$ cat config.mk
export PLATFORM = sky130hd
export DESIGN_NAME = sram_port_arbiter_flat
export DESIGN_NICKNAME = d
export VERILOG_FILES = /design/src/rtl/sram_port_arbiter_pkg.sv /design/src/rtl/sram_port_arbiter_if.sv /design/src/rtl/sram_port_arbiter.sv /design/src/flat_wrapper.sv
export SDC_FILE = /design/constraint.sdc
export NUM_CORES = 1
export LEC_CHECK = 0
export BUFFER_PORTS_ARGS = -buffer_cell sky130_fd_sc_hd__buf_2
export CORE_AREA = 3 3 117 119
export CTS_BUF_LIST = sky130_fd_sc_hd__clkbuf_4 sky130_fd_sc_hd__clkbuf_8
export DETAILED_ROUTE_END_ITERATION = 10
export DIE_AREA = 0 0 120 122
export HOLD_SLACK_MARGIN = 0.08
export MAX_ROUTING_LAYER = met4
export PLACE_DENSITY_LB_ADDON = 0.25
export SYNTH_ARGS = -nofsm -noshare
export SYNTH_HDL_FRONTEND = slang
export SYNTH_SLANG_ARGS = --single-unit
$ cat constraint.sdc
create_clock -name clk -period 1.7 [get_ports clk]
set_input_delay 0.17 -clock clk [delete_from_list [all_inputs] [get_ports clk]]
set_output_delay 0.17 -clock clk [all_outputs]
set_load 0.02 [all_outputs]
$ cat src/rtl/sram_port_arbiter_pkg.sv
// Shared types and the winner-select helper for the two-port SRAM arbiter.
package sram_port_arbiter_pkg;

  typedef enum logic {
    ARB_IDLE = 1'b0,
    ARB_BUSY = 1'b1
  } arb_state_e;

  localparam logic [1:0] GRANT_NONE = 2'b00;
  localparam logic [1:0] GRANT_P0   = 2'b01;
  localparam logic [1:0] GRANT_P1   = 2'b10;

  // Returns 1 when port 1 should win; rrPtr names the port favoured on a tie.
  function automatic logic pickWinner(input logic p0Req, input logic p1Req,
                                      input logic rrPtr, input logic fixedPrio);
    if (fixedPrio)
      return !p0Req;
    if (p0Req && p1Req)
      return rrPtr;
    return !p0Req;
  endfunction

endpackage

$ cat src/rtl/sram_port_arbiter_if.sv
// Requester-side and controller-side bundles for the SRAM port arbiter.
interface sram_port_arbiter_if #(
  parameter int ADDRESS_LEN  = 32,
  parameter int REGISTER_LEN = 32
);
  logic                    read_enable;
  logic                    write_enable;
  logic [ADDRESS_LEN-1:0]  address;
  logic [REGISTER_LEN-1:0] write_data;
  logic [REGISTER_LEN-1:0] read_data;
  logic                    ready;

  modport master (output read_enable, write_enable, address, write_data,
                  input  read_data, ready);
  modport slave  (input  read_enable, write_enable, address, write_data,
                  output read_data, ready);
endinterface

interface sram_mem_if #(
  parameter int ADDRESS_LEN  = 32,
  parameter int REGISTER_LEN = 32
);
  logic                    read_enable;
  logic                    write_enable;
  logic [ADDRESS_LEN-1:0]  address;
  logic [REGISTER_LEN-1:0] write_data;
  logic [REGISTER_LEN-1:0] read_data;
  logic                    ready;

  modport master (output read_enable, write_enable, address, write_data,
                  input  read_data, ready);
  modport slave  (input  read_enable, write_enable, address, write_data,
                  output read_data, ready);
endinterface

$ cat src/rtl/sram_port_arbiter.sv
// Shares one SRAM controller port between a MEM-stage requester (p0) and a
// secondary master (p1); the winning request is latched for the whole transaction.
module sram_port_arbiter
  import sram_port_arbiter_pkg::*;
#(
  parameter int ADDRESS_LEN  = 32,
  parameter int REGISTER_LEN = 32,
  parameter bit FIXED_PRIO   = 1'b0
) (
  input  logic               clk,
  input  logic               rst,
  sram_port_arbiter_if.slave p0,
  sram_port_arbiter_if.slave p1,
  sram_mem_if.master         mem,
  output logic [1:0]         grant
);

  arb_state_e              r_state;
  logic                    r_rrPtr;
  logic [1:0]              r_grant;
  logic                    r_memRe;
  logic                    r_memWe;
  logic [ADDRESS_LEN-1:0]  r_memAddr;
  logic [REGISTER_LEN-1:0] r_memWd;

  logic w_p0Req;
  logic w_p1Req;
  logic w_winner;
  logic w_done;

  assign w_p0Req  = p0.read_enable | p0.write_enable;
  assign w_p1Req  = p1.read_enable | p1.write_enable;
  assign w_winner = pickWinner(w_p0Req, w_p1Req, r_rrPtr, FIXED_PRIO);
  assign w_done   = (r_state == ARB_BUSY) & mem.ready;

  // A read wins over a write when a requester raises both enables.
  always_ff @(posedge clk) begin
    if (rst) begin
      r_state   <= ARB_IDLE;
      r_rrPtr   <= 1'b0;
      r_grant   <= GRANT_NONE;
      r_memRe   <= 1'b0;
      r_memWe   <= 1'b0;
      r_memAddr <= '0;
      r_memWd   <= '0;
    end else begin
      case (r_state)
        ARB_IDLE: begin
          if (w_p0Req | w_p1Req) begin
            r_state <= ARB_BUSY;
            r_rrPtr <= ~w_winner;
            if (w_winner) begin
              r_grant   <= GRANT_P1;
              r_memRe   <= p1.read_enable;
              r_memWe   <= p1.write_enable & ~p1.read_enable;
              r_memAddr <= p1.address;
              r_memWd   <= p1.write_data;
            end else begin
              r_grant   <= GRANT_P0;
              r_memRe   <= p0.read_enable;
              r_memWe   <= p0.write_enable & ~p0.read_enable;
              r_memAddr <= p0.address;
              r_memWd   <= p0.write_data;
            end
          end
        end
        ARB_BUSY: begin
          if (mem.ready) begin
            r_state <= ARB_IDLE;
            r_grant <= GRANT_NONE;
            r_memRe <= 1'b0;
            r_memWe <= 1'b0;
          end
        end
        default: r_state <= ARB_IDLE;
      endcase
    end
  end

  assign mem.read_enable  = r_memRe;
  assign mem.write_enable = r_memWe;
  assign mem.address      = r_memAddr;
  assign mem.write_data   = r_memWd;
  assign grant            = r_grant;

  // Requesters stay frozen until their own transaction completes.
  assign p0.ready     = rst | ~w_p0Req | (w_done & r_grant[0]);
  assign p1.ready     = rst | ~w_p1Req | (w_done & r_grant[1]);
  assign p0.read_data = mem.read_data;
  assign p1.read_data = mem.read_data;

endmodule

$ cat src/flat_wrapper.sv
// flat-port wrapper written by rule: the top's interface ports become plain ports
module sram_port_arbiter_flat import sram_port_arbiter_pkg::*;
#(
  parameter int ADDRESS_LEN  = 32,
  parameter int REGISTER_LEN = 32,
  parameter bit FIXED_PRIO   = 1'b0
)
  (clk, rst, grant, p0_read_enable, p0_write_enable, p0_address, p0_write_data, p0_read_data, p0_ready, p1_read_enable, p1_write_enable, p1_address, p1_write_data, p1_read_data, p1_ready, mem_read_enable, mem_write_enable, mem_address, mem_write_data, mem_read_data, mem_ready);
  sram_port_arbiter_if #(.ADDRESS_LEN(ADDRESS_LEN), .REGISTER_LEN(REGISTER_LEN)) p0_i ();
  sram_port_arbiter_if #(.ADDRESS_LEN(ADDRESS_LEN), .REGISTER_LEN(REGISTER_LEN)) p1_i ();
  sram_mem_if #(.ADDRESS_LEN(ADDRESS_LEN), .REGISTER_LEN(REGISTER_LEN)) mem_i ();
  input  logic clk;
  input  logic rst;
  output logic [1:0] grant;
  input wire logic [$bits(p0_i.read_enable)-1:0] p0_read_enable;
  input wire logic [$bits(p0_i.write_enable)-1:0] p0_write_enable;
  input wire logic [$bits(p0_i.address)-1:0] p0_address;
  input wire logic [$bits(p0_i.write_data)-1:0] p0_write_data;
  output wire logic [$bits(p0_i.read_data)-1:0] p0_read_data;
  output wire logic [$bits(p0_i.ready)-1:0] p0_ready;
  input wire logic [$bits(p1_i.read_enable)-1:0] p1_read_enable;
  input wire logic [$bits(p1_i.write_enable)-1:0] p1_write_enable;
  input wire logic [$bits(p1_i.address)-1:0] p1_address;
  input wire logic [$bits(p1_i.write_data)-1:0] p1_write_data;
  output wire logic [$bits(p1_i.read_data)-1:0] p1_read_data;
  output wire logic [$bits(p1_i.ready)-1:0] p1_ready;
  output wire logic [$bits(mem_i.read_enable)-1:0] mem_read_enable;
  output wire logic [$bits(mem_i.write_enable)-1:0] mem_write_enable;
  output wire logic [$bits(mem_i.address)-1:0] mem_address;
  output wire logic [$bits(mem_i.write_data)-1:0] mem_write_data;
  input wire logic [$bits(mem_i.read_data)-1:0] mem_read_data;
  input wire logic [$bits(mem_i.ready)-1:0] mem_ready;
  assign p0_i.read_enable = p0_read_enable;
  assign p0_i.write_enable = p0_write_enable;
  assign p0_i.address = p0_address;
  assign p0_i.write_data = p0_write_data;
  assign p0_read_data = p0_i.read_data;
  assign p0_ready = p0_i.ready;
  assign p1_i.read_enable = p1_read_enable;
  assign p1_i.write_enable = p1_write_enable;
  assign p1_i.address = p1_address;
  assign p1_i.write_data = p1_write_data;
  assign p1_read_data = p1_i.read_data;
  assign p1_ready = p1_i.ready;
  assign mem_read_enable = mem_i.read_enable;
  assign mem_write_enable = mem_i.write_enable;
  assign mem_address = mem_i.address;
  assign mem_write_data = mem_i.write_data;
  assign mem_i.read_data = mem_read_data;
  assign mem_i.ready = mem_ready;
  sram_port_arbiter #(.ADDRESS_LEN(ADDRESS_LEN), .REGISTER_LEN(REGISTER_LEN), .FIXED_PRIO(FIXED_PRIO)) u_core (.clk(clk), .rst(rst), .p0(p0_i), .p1(p1_i), .mem(mem_i), .grant(grant));
endmodule
# Word level (Yosys, flattened, before mapping)
# Cells that the tools add are included.
[totals] latchBits=0 memories=0 inputBits=167 reg_bits=70 rom_bits=0 mem_bits_rw=0
[op_classes] n_div=0 n_lt_le_gt_ge=0 n_addsub=0 n_eq_ne=2 multipliers=0 n_shift=0 bitwise_logic=18 n_reduce_logical=4 mux=19
[op_table] cell="$mux W32" count=2
[op_table] cell="$mux W1" count=10
[op_table] cell="$or A1 B1 Y1" count=7
[op_table] cell="$mux W2" count=3
[op_table] cell="$not A1 Y1" count=6
[op_table] cell="$pmux W1 S2" count=3
[op_table] cell="$and A1 B1 Y1" count=5
[op_table] cell="$pmux W2 S2" count=1
[op_table] cell="$reduce_and A2 Y1" count=2
[op_table] cell="$ne A2 B1 Y1 const B" count=1
[op_table] cell="$ne A2 B2 Y1 const B" count=1
[op_table] cell="$logic_and A1 B1 Y1" count=1
[op_table] cell="$logic_not A1 Y1" count=1

# Logic depth before layout (Yosys ltp)
[depth] depth_word=7 mapped_depth=6

# Worst setup path after synthesis
# No wires, ideal clock.
[synth_timing] path_type="input to register" start="in p1_read_enable" end="reg u_core.r_memAddr[14], in the netlist u_core.mem.address[14]" t_arrival_ns=1.398 setup_slack_ns=0.242 path_buffers=3 path_stages=6 setup_ns=0.059 required_time_ns=1.641 path_cell_list="buf_6 or4_4 buf_6 a21oi_4 buf_6 a221o_1"
[synth_between] elab_chain_len=5 elab_cells_between_ends=7 cone_classes="mux: 3; bitwise: 2; reduce/logical: 2"
[synth_lines] item="start, declared" line="flat_wrapper.sv:21" source="input wire logic [$bits(p1_i.read_enable)-1:0] p1_read_enable;"
[synth_lines] item="$or A1 B1 Y1 *" line="sram_port_arbiter.sv:32" source="assign w_p1Req = p1.read_enable | p1.write_enable;"
[synth_lines] item="$logic_and A1 B1 Y1" line="sram_port_arbiter_pkg.sv:18" source="if (p0Req && p1Req)"
[synth_lines] item="$mux W1" line="sram_port_arbiter_pkg.sv:18"
[synth_lines] item="$mux W1" line="sram_port_arbiter_pkg.sv:20" source="return !p0Req;"
[synth_lines] item="$mux W32" line="sram_port_arbiter.sv:52" source="if (w_winner) begin"
[synth_lines] item="end signal, assigned" line="sram_port_arbiter.sv:56" source="r_memAddr <= p1.address;"
[synth_lines] item="end signal, assigned" line="sram_port_arbiter.sv:62" source="r_memAddr <= p0.address;"
[synth_lines] item="end, declared" line="sram_port_arbiter.sv:23" source="logic [ADDRESS_LEN-1:0] r_memAddr;"
# Mark *: on every way between the ends. The rest lies on a longest branch, timed or not.
# A chain may end at the register's enable or synchronous reset.

# Final worst setup path
[layout_timing] start="reg u_core.r_state" end="out p0_ready"
[layout_between] elab_chain_len=3
[layout_lines] item="start, declared" line="sram_port_arbiter.sv:18" source="arb_state_e r_state;"
[layout_lines] item="start signal, assigned" line="sram_port_arbiter.sv:39" source="r_state <= ARB_IDLE;"
[layout_lines] item="start signal, assigned" line="sram_port_arbiter.sv:50" source="r_state <= ARB_BUSY;"
[layout_lines] item="start signal, assigned" line="sram_port_arbiter.sv:69" source="r_state <= ARB_IDLE;"
[layout_lines] item="$and A1 B1 Y1" line="sram_port_arbiter.sv:34" source="assign w_done = (r_state == ARB_BUSY) & mem.ready;"
[layout_lines] item="$and A1 B1 Y1" line="sram_port_arbiter.sv:87" source="assign p0.ready = rst | ~w_p0Req | (w_done & r_grant[0]);"
[layout_lines] item="$or A1 B1 Y1" line="sram_port_arbiter.sv:87"
[layout_lines] item="end, declared" line="flat_wrapper.sv:20" source="output wire logic [$bits(p0_i.ready)-1:0] p0_ready;"
# Every way passes these cells.

==> results.md <==
- Outcome: finished clean
- Hold WC Path Type: in -> reg
- Internal power: 3.16 mW
- Post-synth top area share: between 30% and 40%
- Slew at the pin closest to its max-slew limit: 406 ps
- Syn nets: 583
- MaxCap Viol Count: 0
- Routed Antenna Nets: 0
- Final setup TNS: 0 ps
- CP required: 1530 ps
- Clock transition at path regs: 80 ps
- Startpoint Class: flop
- FF+latch count, synth: 70
- Leakage: approximately 2.3 nW
- Critical path class: reg -> out
- Pins Over Slew Limit: 0
- Worst slew margin relative to its limit: 73.0%
- Die H: between 100 and 150 µm
- Final period utilization: a little over nine tenths
- Die area: 14600 µm²
- WP data arrival: 1440 ps
- Post-CTS Setup Bufs: 0
- NumNets Final: between 700 and 800
- Number of global-route vias before repair: 4133
- Max Root-Sink Buffers: 2
- Top FF cell, synth: dfxtp_1
- Endpoints failing setup: 0
- GP Congestion: 0.800
- Max Clock Freq: 620 MHz
- Row count: 41
- Final hold viol count: 0
- Global-route usage over all layers: 19.0%
- Count leader, synth: dfxtp_1
- IO Pins: between 300 and 400
- Reg2reg setup slack: 200 ps
- Critical path, cell by cell: buf_4, a311o_1, buf_2
- Pin count of the biggest net entering global routing: 35
- Switching share of power: roughly a third
- Distinct cells, synth: 37
- RSZ-0062 raised after global routing: false
- First-pass GRT wire length: 21500 µm
- Antenna violations before repair: 1
- Ratio of cells with drive above 1 in the final layout: approximately 43%
- Worst Path Max Fanout: 10
- Hold buffers post-CTS: 40
- WP buf/inv: 2
- Synth Instances: 416
- Worst setup EP type: primary output
- H-tree lvl count: 3
- Power share of the sequential group: about two fifths
- HPWL Detailed: 9850 µm
- Routed WL: approximately 14000 µm
- Synthesized cell area: 3840 µm²
- Clock share of power: 31.1%
- Sequential-to-total area share from yosys stat: between 30% and 40%
- Post-synth top area cell: dfxtp_1
- CP peak stage delay: ~400 ps
- Worst vdd ir: between 0.4 and 0.5 mV
- DRC Markers: 0
- CP max stage cell: dfxtp_1
- CTS buffer count: 9
- Minimum clock period: 1610 ps
- Clk_lat worst skew: 350 ps
- Switching Power: 1.44 mW
- PwrDens: roughly 870 nW/µm²
- TritonRoute pass-1 iters: 4
- Grt ovf: 0
- Family with the most delay on the worst path: flip-flops
- Area growth, synth to finish: 37.0%
- Area of the core: about 13000 µm²
- Vias: 4109
- # port buffers: 204
- Max Clock Skew: 7.65 ps
- Vias per cell: 5.42
- Post-cts resize count: 0
- Combinational share of power: around 28%
- Post-synth EDFFs: 0
- Yosys Warn Count: 0
- Ranking of synthesized cells by area: dfxtp_1, buf_4, a221o_1
- Mean area per synthesized cell: around 9.2 µm²
- Die width: 120 µm
- DR WL/cell: 18.8 µm
- Initial Util: 30.3%
- CTS tree: built
- Synth top cells by count: dfxtp_1, buf_4, clkbuf_1
- Root Driver: clkbuf_8
- Post-layout util: 41.5%
- DRT iter0 DRCs: about 240
- Clock Sinks: 70
- Asr flop ratio synth: 0%
area by class of cell:
class,instances,area (µm²)
fillers,1284,7410
multi-input cells,228,1720
repair buffers,269,1700
flip-flops and latches,70,1400
well taps,172,215
clock buffers,13,166
clock inverters,3,42.5
inverters,2,7.51
diodes,1,2.50
through the flow:
step | hold slack, ps | setup WS [ps] | total power, mW | std cells | instance area (µm²)
4_1_cts | 81.8 | 70.5 | 4.65 | 757 | 5250
5_1_grt | 91.8 | 31.5 | 4.84 | 758 | 5260
3_5_place_dp | 340 | 108 | 3.13 | 701 | 4640
2_1_floorplan | 309 | 242 | 2.83 | 416 | 3840
6_report | 93.6 | 86.1 | 4.60 | 758 | 5260
3_3_place_gp | 340 | 130 | 3.11 | 701 | 4640
worst paths after layout:
kind	from	to	depth (start not counted)
setup / recovery	u_core.r_state	p0_ready	3
hold / removal	p1_write_data[17]	u_core.mem.write_data[17]	3
setup reg to reg	u_core.r_rrPtr	u_core.mem.write_data[19]	4
hold reg to reg	u_core.mem.write_data[29]	u_core.mem.write_data[29]	1
worst register-to-register path, stage by stage, from the launching register on:
cell,delay (ps)
dfxtp_1,430
o21a_2,370
buf_4,280
o21ai_0,120
a211oi_1,220
layout by cell type (no fill, tap or decap), types with 2 or more instances in the layout:
cell and n:
buf_12 7, o21ai_0 35, clkbuf_8 11, a21oi_1 36, clkbuf_4 2, nor4b_1 30, a311oi_1 34, a211oi_1 34
a311o_1 2, dfxtp_1 70, dlygate4sd3_1 40, or2_1 2, buf_4 18, buf_2 204, a221o_1 30, nand2_1 2
inv_1 2
sequential cells by signal (all words and copies together) (netlist names):
name	count
u_core.mem.write_enable	1
u_core.grant	2
u_core.r_state	1
u_core.r_rrPtr	1
u_core.mem.write_data	32
u_core.mem.read_enable	1
u_core.mem.address	32
routing by layer:
metal	track usage (%)	part of all wire (%)	routed length (µm)
met5	-	0	0
met1	23.1	42	5920
met4	8.66	3.0	433
met3	4.04	6.7	960
met2	30.4	49	6950
cells by family after synthesis:
family,after synthesis,share of synthesized area (%)
compound gates,184,35.0
buf+inv,118,19.1
flops,70,36.5
simple gates,44,9.42
power groups by stage:
stage / clock, mW / combinational [mW] / sequential [mW]
after floorplan: 0 / 0.704 / 2.13
after global placement: 0 / 1.18 / 1.94
after detailed placement: 0 / 1.19 / 1.94
after CTS: 1.48 / 1.27 / 1.90
after global routing: 1.55 / 1.37 / 1.92
final: 1.43 / 1.27 / 1.90
(Power assumes the default switching activity.)
